### src/rtl/stream_mux.sv
// Packet multiplexer: an accepted select locks one input channel until its last beat is taken.
// Registered output stage: one cycle from input acceptance to out_valid, one beat/cycle while out_ready stays high.
module stream_mux #(
   parameter int WIDTH = 2,
   parameter int N_IN  = 4,
   parameter int SEL_W = $clog2(N_IN)
) (
   input  logic                  clk,
   input  logic                  rst_n,
   input  logic [N_IN*WIDTH-1:0] in_data,
   input  logic [N_IN-1:0]       in_valid,
   input  logic [N_IN-1:0]       in_last,
   output logic [N_IN-1:0]       in_ready,
   input  logic [SEL_W-1:0]      sel,
   input  logic                  sel_valid,
   output logic                  sel_ready,
   output logic [WIDTH-1:0]      out_data,
   output logic                  out_valid,
   output logic                  out_last,
   input  logic                  out_ready,
   output logic [SEL_W-1:0]      cur_sel,
   output logic                  busy,
   output logic                  sel_err
);

   typedef enum logic {IDLE, LOCKED} state_t;

   state_t           state, state_nxt;
   logic             sel_ok, lock, bad_sel, take, room;
   logic [WIDTH-1:0] ch_data;
   logic             ch_valid, ch_last;

   assign sel_ok = 32'(sel) < N_IN;
   assign room   = ~out_valid | out_ready;

   always_comb begin
      ch_data  = '0;
      ch_valid = 1'b0;
      ch_last  = 1'b0;
      for (int i = 0; i < N_IN; i++) begin
         if (cur_sel == SEL_W'(i)) begin
            ch_data  = in_data[i*WIDTH +: WIDTH];
            ch_valid = in_valid[i];
            ch_last  = in_last[i];
         end
      end
   end

   always_comb begin
      state_nxt = state;
      sel_ready = 1'b0;
      busy      = 1'b0;
      lock      = 1'b0;
      bad_sel   = 1'b0;
      take      = 1'b0;
      in_ready  = '0;
      case (state)
         IDLE: begin
            sel_ready = 1'b1;
            if (sel_valid) begin
               if (sel_ok) begin
                  lock      = 1'b1;
                  state_nxt = LOCKED;
               end else begin
                  bad_sel = 1'b1;
               end
            end
         end
         LOCKED: begin
            busy = 1'b1;
            for (int i = 0; i < N_IN; i++) begin
               if (cur_sel == SEL_W'(i)) in_ready[i] = room;
            end
            take = ch_valid & room;
            // The last beat may still be held in the output register; it drains on its own.
            if (take & ch_last) state_nxt = IDLE;
         end
         default: state_nxt = IDLE;
      endcase
   end

   always_ff @(posedge clk or negedge rst_n) begin
      if (!rst_n) state <= IDLE;
      else        state <= state_nxt;
   end

   always_ff @(posedge clk or negedge rst_n) begin
      if (!rst_n) begin
         cur_sel <= '0;
         sel_err <= 1'b0;
      end else begin
         sel_err <= bad_sel;
         if (lock) cur_sel <= sel;
      end
   end

   always_ff @(posedge clk or negedge rst_n) begin
      if (!rst_n) begin
         out_valid <= 1'b0;
         out_data  <= '0;
         out_last  <= 1'b0;
      end else if (take) begin
         out_valid <= 1'b1;
         out_data  <= ch_data;
         out_last  <= ch_last;
      end else if (out_ready & out_valid) begin
         out_valid <= 1'b0;
      end
   end

endmodule

### config.mk
export PLATFORM = sky130hd
export DESIGN_NAME = stream_mux
export DESIGN_NICKNAME = d
export VERILOG_FILES = /design/src/rtl/stream_mux.sv
export SDC_FILE = /design/constraint.sdc
export NUM_CORES = 1
export LEC_CHECK = 0
export CAP_MARGIN = 30
export CORE_UTILIZATION = 35
export CTS_BUF_LIST = sky130_fd_sc_hd__clkbuf_4 sky130_fd_sc_hd__clkbuf_8
export CTS_CLUSTER_SIZE = 14
export DETAILED_ROUTE_END_ITERATION = 16
export GPL_TIMING_DRIVEN = 0
export PLACE_DENSITY = 0.83
export RECOVER_POWER = 100
export REMOVE_ABC_BUFFERS = 1
export SKIP_CTS_REPAIR_TIMING = 1
export SYNTH_ARGS = -nofsm -noshare
export SYNTH_HDL_FRONTEND = slang
export SYNTH_SLANG_ARGS = --single-unit
export TNS_END_PERCENT = 30
### constraint.sdc
create_clock -name clk -period 1.8 [get_ports clk]
set_input_delay 0.18 -clock clk [delete_from_list [all_inputs] [get_ports clk]]
set_output_delay 0.18 -clock clk [all_outputs]
set_load 0.02 [all_outputs]
==> results by group <==
Clock tree
  – Clock slew seen by the registers of the worst setup and hold paths: 0.05 ns
  – Skew-Pair Late Insertion Delay: 0.25 ns
  – Total CTS buffers: 3
  – CTS root buffer: clkbuf_4
  – CTS Sinks: 7
  – Htree depth: 1
  – TritonCTS clock tree: built
  – Clk buf depth: 2

Final layout
  – Synthesis-to-layout area growth: 64.9%
  – Final nets: 93
  – Non-Filler Instances: 85
  – Most frequent cells in the layout: clkdlybuf4s50_1 (20), dlygate4sd3_1 (9), dfrtp_1 (5)
  – Fraction of final layout cells sized beyond drive strength 1: 0.229
  – Diodes inserted: 0
  – Commonest non-fill, non-tap cell in the layout: clkdlybuf4s50_1
  – Final core occ: 0.623

Power and ir drop
  – Peak VDD IR: 0.815 mV
  – Reg power frac: 0.289
  – Clk pwr share: 0.124
  – Net switching fraction of the power: 0.423
  – P_leak: 0.325 nW
  – Gate power share: 0.587
  – Net Switching: 0.000548 W
  – Pwr dens: 1600 nW/um^2
  – Internal power: 0.000746 W

Timing
  – Fin crit share: 0.928
  – Final Max Slew Viols: 0
  – Max Fclk: 0.599 GHz
  – RSZ-0062 raised after global routing: false
  – Final Hold Viols: 0
  – Post-route worst setup slack: 0.130 ns
  – Clock period minus worst slack: 1.67 ns
  – TNS Setup: 0 ns
  – Setup violations, final: 0
  – Max Clock Skew: 0.00273 ns

Die
  – Die Wd: 39.5 um
  – Initial Util: 0.378
  – Die area: 1560 sq um
  – Site Rows: 13
  – Die height: 39.5 um
  – I/O pin total: 35
  – Core Region: 1300 sq um

Synth
  – Mean cell area of the mapped netlist: 13.7 sq um
  – Synth area leader: dfrtp_1
  – Post-synth cell types: 22
  – Sequential fraction of the synthesis area: 0.356
  – Post-synth top area share: 0.356
  – #FFs+latches synth: 7
  – Yosys warns: 0
  – Area contributors post-synth: dfrtp_1 (36%), mux4_2 (14%), mux2_4 (9.2%)
  – Mapped Cells: 36
  – Area of the mapped netlist: 492 sq um

Setup path
  – CP Data Arrival Time: 1.49 ns
  – CP Launch Type: flip-flop
  – WP data required: 1.62 ns
  – RR Startpoint: cur_sel[0]$_DFFE_PN0P_
  – Reg2Reg Setup Slack: 0.29 ns
  – CP Buf/Inv Count: 1
  – FF-to-FF End: out_last$_DFFE_PN0P_
  – Slowest cell on crit path: dlygate4sd3_1
  – Critical path endpoint category: output pin
  – Critical-path cell list: dlygate4sd3_1
  – Critical path class: flip-flop to output pin
  – Max incr delay on CP: 0.72 ns
  – Crit. path cell count: 1
  – Delay-heaviest family, CP: buffers and inverters
  – R2R cell count: 2
  – Crit-path max FO: 11

Detailed routing
  – Vias: 421
  – DRC: 0
  – DR vias/cell: 4.95
  – Final ANT Viol Nets: 0
  – Post-Route WL: 1120 um
  – DR WL/cell: 13.2 um
  – Drt pass-1 iters: 4
  – WL met3: 80 um
  – DRT met1 WL: 418 um
  – Max layer used: met3
  – Initial drt markers: 9
  – Met2 routed WL: 624 um

Place
  – Routability congestion estimate: 0.758
  – Pre-CTS setup slack: -0.0685 ns
  – Placed instance count: 81
  – # port buffers: 33

GRT
  – Initial antenna violation count: 0
  – Vias in the first global route: 379
  – Largest net degree at the start of global routing: 12
  – All-Layer GR Usage: 0.177
  – GR Overflow Total: 0
  – First-pass GRT wire length: 1730 um

Status
  – Status: finished, final reports clean

Worst hold path
  – Hold Path Class: input port to async pin

Run
  – Max_cap viols: 0
## cells by family (layout without fill, tap and decap cells)
logic type,count (synthesis),count (layout),synth area share
AOI/OAI and AO/OA,5,5,0.160
muxes,7,7,0.252
buffers and inverters,5,39,0.0763
DFF,7,7,0.356
other,1,1,0.00763
and+or+nand+nor,11,11,0.148
## synthesized netlist by cell type
cell type,count
nand2_1,2
and4_2,1
mux4_2,3
inv_1,2
nor2_1,1
a21oi_1,1
mux2_4,3
mux2_2,1
and2b_1,1
buf_6,2
a2bb2oi_2,1
nor2b_1,1
nor3b_1,1
conb_1,1
o2bb2ai_4,1
nand2b_4,1
o21ai_0,1
nor3_1,2
dfrtp_1,7
o311ai_4,1
nand2b_1,1
buf_4,1
## flip-flops by register name, summed over array words and instances, names as in the netlist
signal,cells
cur_sel,2
out_data,2
out_last,1
out_valid,1
state,1
## area by class of cell
type,count,area [sq um]
Timing Repair Buffer,33,305
Multi-Input combinational cell,24,272
Inverter,2,7.51
Sequential cell,7,178
Tap cell,15,18.8
Clock buffer,4,30.0
Fill cell,133,490
## worst register-to-register path, delay by kind of cell (launching register included)
family,cells,cell delay [ns]
flops,1,0.51
mux,2,0.88
## power groups by stage
stage          logic [W]  clock network (W)  registers, W
4_1_cts         0.000880           0.000165      0.000377
6_report        0.000760           0.000160      0.000373
3_3_place_gp    0.000861                  0      0.000374
5_1_grt         0.000813           0.000178      0.000392
3_5_place_dp    0.000880                  0      0.000380
2_1_floorplan   0.000449                  0      0.000453
## per-stage QoR
step | power (W) | hold slack (ns) | instance area [sq um]
6_report | 0.00129 | 0.251 | 811
5_1_grt | 0.00138 | 0.264 | 811
4_1_cts | 0.00142 | 0.192 | 841
3_5_place_dp | 0.00126 | 0.466 | 811
3_3_place_gp | 0.00123 | 0.452 | 811
2_1_floorplan | 0.000902 | -0.116 | 462
## worst max-delay path by stage
stage,startpoint,end
2_1_floorplan,cur_sel[0]$_DFFE_PN0P_,out_data[0]$_DFFE_PN0P_
3_3_place_gp,out_ready,in_ready[1]
3_5_place_dp,out_ready,in_ready[1]
4_1_cts,cur_sel[0]$_DFFE_PN0P_,in_ready[3]
5_1_grt,cur_sel[0]$_DFFE_PN0P_,cur_sel[0]
6_report,cur_sel[0]$_DFFE_PN0P_,cur_sel[0]
## routing by layer
metal | vias up | GRT usage
met5 | - | 0
met3 | 0 | 0.0852
met4 | 0 | 0.0517
li1 | 199 | -
met1 | 204 | 0.179
met2 | 18 | 0.316
Power figures use the tool's default switching activity.
